--- config.mk ---
export PLATFORM = sky130hd
export DESIGN_NAME = versat_rr_arbiter
export DESIGN_NICKNAME = d
export VERILOG_FILES = /design/src/rtl/versat_rr_arbiter.sv
export SDC_FILE = /design/constraint.sdc
export NUM_CORES = 1
export LEC_CHECK = 0
export BUFFER_PORTS_ARGS = -buffer_cell sky130_fd_sc_hd__buf_4
export CORE_AREA = 2 2 39 41
export DETAILED_ROUTE_END_ITERATION = 10
export DIE_AREA = 0 0 41 43
export PLACE_DENSITY_LB_ADDON = 0.3
export SYNTH_ARGS = -nofsm -noshare
export SYNTH_HDL_FRONTEND = slang
export SYNTH_SLANG_ARGS = --single-unit
--- constraint.sdc ---
create_clock -name clk -period 3 [get_ports clk]
set_input_delay 0.45 -clock clk [delete_from_list [all_inputs] [get_ports clk]]
set_output_delay 0.45 -clock clk [all_outputs]
set_load 0.01 [all_outputs]
--- src/rtl/versat_rr_arbiter.sv ---
// Registered round-robin arbiter for the Versat datapath.
// Grant bus is [N:1] one-hot, index 0 reserved for "no grant".
module versat_rr_arbiter #(
  parameter int BIN_W = 2,
  parameter bit LOCK  = 1'b1
) (
  input  logic                 clk,
  input  logic                 rst,
  input  logic                 en,
  input  logic [2**BIN_W-1:1]  req,
  output logic [2**BIN_W-1:1]  grant,
  output logic                 grant_valid
);

  localparam int N = 2**BIN_W-1;

  typedef enum logic {IDLE, BUSY} state_t;

  state_t             state_q, state_d;
  logic [N:1]         grant_q, grant_d;
  logic [BIN_W-1:0]   ptr_q, ptr_d;
  logic               gv_q;

  logic [N:0]         req_x;
  logic [BIN_W:0]     cand;
  logic               win_found;
  logic [BIN_W-1:0]   win_idx;
  logic [N:1]         win_oh;
  logic               hold;

  assign req_x = {req, 1'b0};

  // Search from ptr+1 upward, wrapping N -> 1 explicitly, ending at ptr.
  always_comb begin
    win_found = 1'b0;
    win_idx   = ptr_q;
    cand      = '0;
    for (int off = 1; off <= N; off++) begin
      cand = {1'b0, ptr_q} + (BIN_W+1)'(off);
      if (cand > (BIN_W+1)'(N))
        cand = cand - (BIN_W+1)'(N);
      if (!win_found && req_x[cand[BIN_W-1:0]]) begin
        win_found = 1'b1;
        win_idx   = cand[BIN_W-1:0];
      end
    end
  end

  always_comb begin
    win_oh = '0;
    for (int i = 1; i <= N; i++)
      win_oh[i] = win_found && (win_idx == BIN_W'(i));
  end

  assign hold = LOCK && |(grant_q & req);

  always_comb begin
    state_d = state_q;
    grant_d = grant_q;
    ptr_d   = ptr_q;
    unique case (state_q)
      IDLE: begin
        grant_d = '0;
        if (en && win_found) begin
          state_d = BUSY;
          grant_d = win_oh;
          ptr_d   = win_idx;
        end
      end
      BUSY: begin
        if (!en) begin
          state_d = IDLE;
          grant_d = '0;
        end else if (hold) begin
          grant_d = grant_q;
        end else if (win_found) begin
          grant_d = win_oh;
          ptr_d   = win_idx;
        end else begin
          state_d = IDLE;
          grant_d = '0;
        end
      end
      default: begin
        state_d = IDLE;
        grant_d = '0;
      end
    endcase
  end

  always_ff @(posedge clk) begin
    if (rst) begin
      state_q <= IDLE;
      grant_q <= '0;
      gv_q    <= 1'b0;
      ptr_q   <= BIN_W'(N);
    end else begin
      state_q <= state_d;
      grant_q <= grant_d;
      gv_q    <= |grant_d;
      ptr_q   <= ptr_d;
    end
  end

  assign grant       = grant_q;
  assign grant_valid = gv_q;

endmodule

* Yosys cells after proc, flatten, opt, wreduce, memory -nomap -nowiden *
Cells that the tools add are included.
Widths: inputs -> output; s select.

storage, ports and cells
  register bits after elaboration = 7
  input bits = 6
  output and inout bits = 4
  word-level logic and storage cells = 66

operators by class
  add/sub/neg operators = 6
  $lt $le $gt $ge = 6
  equal/unequal tests = 7
  muxes and demuxes = 30
  bitwise logic cells = 2
  reduce and logical (&&, ||, !) cells = 11

operators with widths
  cell                 count
  $mux 2               10
  $mux 3               4
  $mux 1               10
  $gt 3x2->1 const B   3
  $lt 2x3->1 const B   3
  $add 2x2->3 const B  2
  $bmux 1 s2           3
  $logic_and 1x1->1    6
  $ne 2x2->1 const B   3
  $pmux 3 s2           1
  $reduce_or 3->1      2
  $sub 2x2->2 const B  3
  $eq 2x2->1 const B   2
  $pmux 2 s2           1
  $reduce_and 4->1     1
  $add 2x1->3 const B  1
  $and 3x3->3          1
  $eq 2x1->1 const B   1
  $logic_not 1->1      2
  $ne 2x1->1 const B   1
  $pmux 1 s2           1
  $not 1->1            1

* Depth between registers and ports, before layout *
Gate-level depths: netlist of the first run.

  depth after elaboration = 19
  mapped depth = 9
  mapped depth without buffers = 8

* Worst setup path before layout of the first run *
OpenSTA, ideal clock, no wires.

  path type = register to register
  from = register ptr_q[0]
  to = register gv_q (netlist: grant_valid)
  library setup time = 0.133 ns
  data arrival time = 1.966 ns
  slack = 0.901 ns
  cell stages (with the launch flop) = 9
  buffers on the path = 0
  clock period less this slack = 2.099 ns
  cell sequence = dfxtp_1 -> inv_1 -> ha_1 -> and3b_1 -> o21bai_4 -> o311a_2 -> o21ai_1 -> a311o_2 -> o221ai_1

on the way
  word-level cells in the longest chain between the ends = 19
  elaborated cells between the ends (all ways) = 41

ends and longest elaborated chain
  item                                              line    RTL
  start: declaration                                21      logic [BIN_W-1:0] ptr_q, ptr_d;
  start signal: assignment                          96      ptr_q <= BIN_W'(N);
  start signal: assignment                          101     ptr_q <= ptr_d;
  $add 2x1->3                                       39      cand = {1'b0, ptr_q} + (BIN_W+1)'(off);
  $gt 3x2->1 / $sub 2x2->2 (equally long branches)  40, 41
  $mux 2                                            40      if (cand > (BIN_W+1)'(N))
  $bmux 1 s2                                        42      if (!win_found && req_x[cand[BIN_W-1:0]]) begin
  $mux 1 (not written as such)                      42
  $mux 1                                            42
  $logic_not 1->1                                   42
  $logic_and 1x1->1                                 42
  [3 not listed]                                    -
  $mux 2                                            42
  $eq 2x1->1 / $eq 2x2->1 (equally long branches)   52      win_oh[i] = win_found && (win_idx == BIN_W'(i));
  $logic_and 1x1->1                                 52
  $mux 3                                            76      end else if (win_found) begin
  $mux 3                                            74      end else if (hold) begin
  $mux 3                                            71      if (!en) begin
  $pmux 3 s2 *                                      61      unique case (state_q)
  $reduce_or 3->1 *                                 100     gv_q <= |grant_d;
  end signal: assignment                            100
  end: declaration                                  22      logic gv_q;

Mark *: on every way between the ends. The rest lies on a longest branch, timed or not. The select of a mux whose other input is x is not followed.
A chain may end at the register's enable or synchronous reset.

* Final worst setup path of the first run *
Ends and elaborated chain as after synthesis.

==> results.md, run 1 <==
- Outcome: completed
- Max rail drop VDD: 0.379 mV
- Crit Path Class: reg2reg
- Top_reg_cell synth: dfxtp_1
- Clock Skews: 7.10 ps
- Post-CTS Setup Repair Bufs: 0
- Final setup fails: 0
- DRT iter0 DRCs: 20
- Hold Buf Count CTS: 0
- Pleak: between 0.2 and 0.3 nW
- Synth cell count leaders: dfxtp_1 (7), nand2_1 (7), nor2_1 (6), inv_1 (5)
- Clk_lat worst skew: ~260 ps
- Synth cell types: 27
- Slowest stage delay, CP: roughly 410 ps
- Largest net degree at the start of global routing: 9
- Clk buf depth: 2
- Minimum clock period: about 2300 ps
- DRC violations left: 0
- Antenna violations before repair: 0
- Setup TNS: 0 ps
- Min Hold Slack: ~410 ps
- Flops & latches, synth: 7
- Total CTS buffers: 3
- Share of layout cells above drive strength 1: between 20% and 30%
- Startpoint types: flop
- Die Width: between 40 and 50 um
- Resized cells post-CTS: 0
- Post-synth ARST share: 0%
- Gr ovfl total: 0
- Max Cap Viol: 0
- Final Cycle Share: 76.6%
- Initial Util: 41.0%
- Ant. Diodes: 0
- Initial DRT Pass Iterations: 4
- Drt via density: 5.74
- Crit end category: flop
- Cell Chain, Critical Path: inv_1, ha_1, and3b_1, o21bai_4, o311a_2, o21ai_1, a311o_2, o221ai_1
- Leading area contributor after synthesis: dfxtp_1
- Gate Count Post-Synth: 64
- Global-route wire length before repair: between 1500 and 2000 um
- Max Slew Vio Count: 0
- Max Fanout on Critical Path: 7
- Routed WL: around 1200 um
- Clock Sinks: 7
- Vias in the first global route: roughly 440
- Synth Warn #: 0
- Die ar.: around 1800 sq um
- Hold Crit Class: in2reg
- Number of synthesized flops with an enable pin: 0
- Gp weighted congestion: 0.853
- IO Pins: 10
- WP data required: 3130 ps
- Routed length per instance: between 10 and 15 um
- Setup slack, reg-to-reg: about 700 ps
- Fin util: around 48%
- Unrepaired setup endpoints after global routing: no
- Total GRT Usage: approximately 16%
- CTS tree: done
- Core area: between 1000 and 1500 sq um
- Placed cells: 87
- Crit path max-delay cell type: ha_1
- Crit path arrival time: around 2400 ps
- Area grow syn2layout: 16.1%
- Worst slew pin tran: between 500 and 600 ps
- Max Fclk: around 440 MHz
- Routed vias: ~520
- Clock slew seen by the registers of the worst setup and hold paths: 50 ps
- Hold Violations, Final: 0
- Mean Syn Cell Area: a little under 9 sq um
- Chip height: roughly 43 um
- Post-layout power: about 0.50 mW
- ANT nets after route: 0
- Yosys top cell area share: about a quarter
- Power density cells: roughly 770 nW/um^2
- Num rows: 14
- Root Buffer: clkbuf_4
- Post-synthesis net count: between 70 and 80
- Slew headroom: about two thirds
- Top cells by area, synth: dfxtp_1 (25%), mux2i_1 (7.1%), ha_1 (6.6%)
- Hpwl dp: 927 um
- H-Tree Depth: 1
- Fin cells: 91
- Synthesized area: ~570 sq um
- Seq/Total Area, Yosys: about a quarter
- NumNets Final: 85
- Buffers added on ports: 9
==> final timing paths <==
check,start,end,depth (start not counted)
hold / removal,rst,grant[2],2
hold reg to reg,grant[2],grant[2],2
setup / recovery,ptr_q[0],grant_valid,8
setup reg to reg,ptr_q[0],grant_valid,8
==> final cells by class <==
cell class	count	area [sq um]
Clock buffer	4	26.3
Fill cell	135	726
Inverter	5	18.8
Multi-Input combinational cell	50	385
Sequential cell	7	140
Tap cell	16	20.0
Timing Repair Buffer	9	67.6
==> cell families (layout without fill, tap and decap cells) <==
family                   after synthesis  count (layout)  share of synthesized area [%]
AO/OA/AOI/OAI                         21              21                           31.3
adder cells (fa/ha/maj)                3               3                           6.62
buffers and inverters                  7              18                           7.28
flip-flops                             7               7                           24.7
multiplexers                           4               4                           7.06
AND/OR/NAND/NOR                       22              22                           23.0
==> stage by stage <==
stage | setup WS, ps | area (sq um)
floorplan | 901 | 567
global placement | 701 | 632
detailed placement | 683 | 632
CTS | 676 | 658
global route | 541 | 658
finish | 703 | 658
==> critical path: cells and delay by family, from the launching register on <==
kind | cells | cell delay [ps]
flip-flops | 1 | 380
AO/OA/AOI/OAI | 5 | 1060
AND/OR/NAND/NOR | 1 | 240
buffers and inverters | 1 | 80
adder cells (fa/ha/maj) | 1 | 410
==> routing by layer <==
metal	global-route usage, %	vias to the layer above	wire length (um)
li1	-	262	-
met1	23.1	242	553
met2	20.9	18	534
met3	9.42	0	84
met4	4.00	0	0
met5	0	-	0
==> state kept, by name, summed over array words and instances, names as in the netlist <==
signal       count
state_q          1
ptr_q            2
grant            3
grant_valid      1
==> where the power goes <==
part | total [mW] | leakage, nW | switching (mW) | internal (mW)
logic | 0.287 | 0.198 | 0.152 | 0.136
clock network | 0.0867 | 0.0150 | 0.0359 | 0.0508
registers | 0.131 | 0.0574 | 0.0161 | 0.115
==> cells in the final DEF, fill, tap and decap left out <==
master     n
o21ai_1    2
a311o_2    1
a31oi_1    3
nor4b_4    1
buf_4      9
or3_1      1
a222oi_1   1
o21ai_2    1
nand2b_1   2
o21ai_0    1
o311ai_0   1
dfxtp_1    7
nand2_1    7
o311a_2    2
and3b_1    1
nor2_1     6
clkbuf_4   3
inv_1      5
a21oi_1    2
nand3b_1   4
o21a_1     1
a2bb2oi_1  1
o21bai_4   1
o22ai_2    1
a21o_1     1
clkbuf_1   1
o221ai_1   2
ha_1       3
mux2i_1    4
Note: power is estimated with default switching activity, not from simulation.
==> inputs of run 2 (changes only) <==
==> constraint.sdc (replaced) <==
create_clock -name clk -period 2.22 [get_ports clk]
set_input_delay 0.333 -clock clk [delete_from_list [all_inputs] [get_ports clk]]
set_output_delay 0.333 -clock clk [all_outputs]
set_load 0.01 [all_outputs]
==> results.md, run 2 (synthesis gave the netlist of run 1 again) <==
- Hold Violations, Final: 0
- Routed vias: between 500 and 600
- Max rail drop VDD: around 0.45 mV
- Sw Share: about two fifths
- # fillers: 122
- Initial Util: 41.0%
- Max Fanout on Critical Path: 6
- Grt met1 use: between 20% and 30%
- Clock Skews: between 4 and 5 ps
- Clk_lat worst skew: 260 ps
- Power density cells: 1070 nW/um^2
- Share of layout cells above drive strength 1: a little under two fifths
- Min Hold Slack: 286 ps
- Pleak: around 0.31 nW
- Worst slew pin tran: between 400 and 500 ps
- CTS tree: done
- ANT nets after route: 0
- Vias in the first global route: just under 500
- DRT iter0 DRCs: 19
- Outcome: completed
- Combinational power share: 62.6%
- Final setup fails: 0
- Minimum clock period: between 2000 and 2500 ps
- Crit Path Class: reg2reg
- Net Sw Power: 0.323 mW
- Root Buffer: clkbuf_4
- Gp weighted congestion: 0.881
- Startpoint types: flop
- Total GRT Usage: between 15 and 20%
- Global-route wire length before repair: around 2100 um
- Top Usage Layer GRT: met1
- Hold Crit Class: in2reg
- Reg power frac: between 20% and 30%
- Crit path arrival time: approximately 2300 ps
- Drt via density: roughly 5.7
- Routed length per instance: about 15 um
- Max Cap Viol: 0
- Internal power: ~0.47 mW
- Routing usage on met3: a little under 8%
- Clock Sinks: 7
- Final Cycle Share: 97.9%
- Hpwl dp: roughly 1000 um
- Cell area after layout: roughly 740 sq um
- Core area: 1380 sq um
- Total CTS buffers: 3
- Gr ovfl total: 0
- Buffers added on ports: 9
- Initial DRT Pass Iterations: 4
- NumNets Final: roughly 90
- Clock power share: between 10 and 15%
- Clock slew seen by the registers of the worst setup and hold paths: roughly 60 ps
- Chip height: ~43 um
- Routed WL: approximately 1500 um
- Num rows: 14
- Max reg flops: 3
- Most common cell after layout, fill and taps aside: buf_4
- Max Fclk: roughly 460 MHz
- Area grow syn2layout: 30.5%
- Most frequent cells in the layout: buf_4 (16), nand2_1 (7), nor2_1 (6), dfxtp_1 (6), inv_1 (5)
- DRC violations left: 0
- WP data required: between 2000 and 2500 ps
- IO Pins: 10
- Max Slew Vio Count: 0
- Largest net degree at the start of global routing: 9
- M2 GR Usage: 23.4%
- H-Tree Depth: 1
- Crit end category: flop
- Die Width: ~40 um
- Clk buf depth: 2
- Antenna violations before repair: 0
- Slew headroom: slightly below 70%
- Ant. Diodes: 0
- Die ar.: about 1800 sq um
- Area after DPL: roughly 670 sq um
[run 2: worst max-delay path, stage by stage, from the launching register on]
cell and delay (ps):
dfxtp_2 360, inv_1 60, ha_1 300, buf_4 170, nand3b_1 160, o21ai_4 110
o311ai_0 430, buf_4 210, or3_1 110, o221ai_1 120
[run 2: through the flow]
step	cells	setup WS, ps	total power [mW]	utilization, %	TNS, ps
after global placement	92	54.0	0.604	48.4	0
after CTS	96	28.6	0.725	50.4	0
after global routing	98	-73.4	0.839	53.4	-146
after floorplan	64	121	0.493	-	0
final	98	46.2	0.789	53.4	0
after detailed placement	92	41.6	0.601	48.4	0
[run 2: power by group through the flow]
stage | sequential (mW) | clock, mW | combinational, mW
CTS | 0.174 | 0.122 | 0.429
floorplan | 0.182 | 0 | 0.311
detailed placement | 0.177 | 0 | 0.424
global route | 0.178 | 0.132 | 0.529
global placement | 0.178 | 0 | 0.426
finish | 0.178 | 0.118 | 0.494
[run 2: worst paths after layout]
check        startpoint          end  slack [ps]  cells after the start
max reg2reg    ptr_q[0]  grant_valid          50                      9
min reg2reg    grant[1]     grant[1]         500                      2
min                 rst     grant[2]         290                      2
max            ptr_q[0]  grant_valid          50                      9
[run 2: layout make-up]
type                       instances  area (sq um)  area share, %
tap                               16          20.0           2.71
clock inverter                     1          5.00          0.677
multi-input combinational         50           412           55.7
timing repair buffer              16           120           16.2
inverter                           5          18.8           2.54
clock buffer                       3          22.5           3.05
sequential                         7           141           19.1
[run 2: per-layer routing]
layer,part of all wire [%],vias to the layer above
li1,-,278
met1,44,254
met2,48,27
met3,7.4,2
met4,0.40,0
met5,0,-
[run 2: repair_timing]
item,in CTS,in global routing
setup endpoints to repair,0,5
endpoints found under the hold margin,0,0
setup buffers,0,2
resized for setup,0,6
hold buffers,0,0
==> inputs of run 3 (changes only) <==
--- a/config.mk
+++ b/config.mk
@@ -10,6 +10,7 @@
 export DETAILED_ROUTE_END_ITERATION = 10
 export DIE_AREA = 0 0 41 43
 export PLACE_DENSITY_LB_ADDON = 0.3
+export REMOVE_ABC_BUFFERS = 1
 export SYNTH_ARGS = -nofsm -noshare
 export SYNTH_HDL_FRONTEND = slang
 export SYNTH_SLANG_ARGS = --single-unit
==> results.md, run 3 (synthesis gave the netlist of run 1 again) <==
- Crit path arrival time: around 2300 ps
- Ant. Diodes: 0
- Num rows: 14
- CTS tree: done
- Drt via density: 5.71
- Buffers added on ports: 9
- NumNets Final: 90
- Clk buf depth: 2
- Global-route wire length before repair: roughly 2000 um
- Share of layout cells above drive strength 1: roughly 36%
- Most common cell after layout, fill and taps aside: buf_4
- Root Buffer: clkbuf_4
- Final Cycle Share: between 90 and 100%
- Setup TNS: 0 ps
- # fillers: roughly 140
- Clock Sinks: 7
- Hold Violations, Final: 0
- Gr ovfl total: 0
- Total GRT Usage: between 10% and 20%
- Clock Skews: about 4.4 ps
- Startpoint types: flop
- Clk_lat worst skew: between 200 and 300 ps
- Hpwl dp: roughly 1000 um
- IO Pins: 10
- Hold Buf Count CTS: 0
- Max reg flops: 3
- Fin cells: 96
- Max Fclk: around 480 MHz
- DRT iter0 DRCs: 15
- Clock slew seen by the registers of the worst setup and hold paths: about 50 ps
- Initial DRT Pass Iterations: 4
- Final WS setup: around 130 ps
- Reg-to-Reg End: grant_valid
- Crit end category: flop
- H-Tree Depth: 1
- Antenna violations before repair: 0
- Power density cells: about 1000 nW/um^2
- DRC violations left: 0
- Outcome: completed
- Vias in the first global route: slightly below 500
- Max Slew Vio Count: 0
- Max Cap Viol: 0
- Chip height: 43 um
- Hold path startpoint: rst
- Worst setup endpoint: grant_valid
- Cell Chain, Critical Path: inv_1, ha_2, mux2i_2, o21a_1, o311a_2, o21ai_2, a311o_2, o221ai_1
- Pleak: a little under 0.3 nW
- Hold Crit Class: in2reg
- ANT nets after route: 0
- Pre-CTS worst setup slack: approximately 22 ps
- Register Area: about 140 sq um
- Gp weighted congestion: between 0.8 and 0.9
- Minimum clock period: 2090 ps
- Routed WL: 1260 um
- Worst r2r path cells: 8
- Most frequent cells in the layout: buf_4 (14), nand2_1 (7), nor2_1 (6), dfxtp_1 (6), inv_1 (5)
- Total CTS buffers: 3
- Max Fanout on Critical Path: 4
- Slowest stage delay, CP: around 350 ps
- Routed vias: about 550
- Worst Setup SP: ptr_q[1]
- Area grow syn2layout: 26.5%
- Placed cells: 92
- Slew headroom: 80.0%
- Fin util: 51.8%
- Die ar.: ~1800 sq um
- Post-layout power: 0.743 mW
- Die Width: 41 um
- Crit Path Class: reg2reg
- Area of the multi-input gates: 405 sq um
- Worst slew pin tran: approximately 290 ps
- Routed length per instance: 13.1 um
- Setup slack, reg-to-reg: between 100 and 150 ps
- WP data required: roughly 2400 ps
- Largest net degree at the start of global routing: 9
- Final setup fails: 0
- Crit path max-delay cell type: a311o_2
- Core area: between 1000 and 1500 sq um
- WHS Path Cells: 2
- Unrepaired setup endpoints after global routing: no
- Launching point of the worst reg2reg path: ptr_q[1]
- Initial Util: between 40% and 50%
- Max rail drop VDD: between 0.4 and 0.5 mV
[run 3: power breakdown]
group	total, mW	leakage (nW)	switching [mW]	internal [mW]
clock network	0.116	0.0150	0.0471	0.0686
registers	0.176	0.0570	0.0202	0.156
logic	0.451	0.223	0.227	0.224
total	0.743	0.295	0.294	0.449
[run 3: how the worst min path moves through the flow]
stage	slack (ps)	end
floorplan	400	grant[2]
global placement	470	grant[2]
detailed placement	470	grant[2]
CTS	280	grant[2]
global route	290	grant[2]
finish	290	grant[2]
[run 3: routing by layer]
layer  vias to the layer above  track usage, %  part of all wire [%]
li1                        273               -                     -
met1                       267            21.0                    46
met2                         8            25.0                    48
met3                         0            7.85                   5.3
met4                         0            4.00                     0
met5                         -               0                     0
[run 3: final cells by class]
cell class / count / share of cell area, %
Sequential cell: 7 / 19.7
Timing Repair Buffer: 14 / 14.7
Tap cell: 16 / 2.79
Inverter: 5 / 2.62
Multi-Input combinational cell: 50 / 56.5
Clock buffer: 4 / 3.66
[run 3: critical path, delay by kind of cell, from the launching register on]
family          cells  cell delay [ps]
compound gates      5             1000
flops               1              340
mux                 1              340
fa+ha+maj           1              240
buf+inv             1               90
[run 3: through the flow]
stage	hold WS [ps]	instance area (sq um)
6_report	291	717
5_1_grt	287	717
4_1_cts	284	696
3_5_place_dp	472	669
3_3_place_gp	469	669
2_1_floorplan	402	544
[run 3: what timing repair did]
action                                  in CTS  in global routing
endpoints found under the setup margin       0                  5
buffers inserted                             0                  0
resized for setup                            0                  6
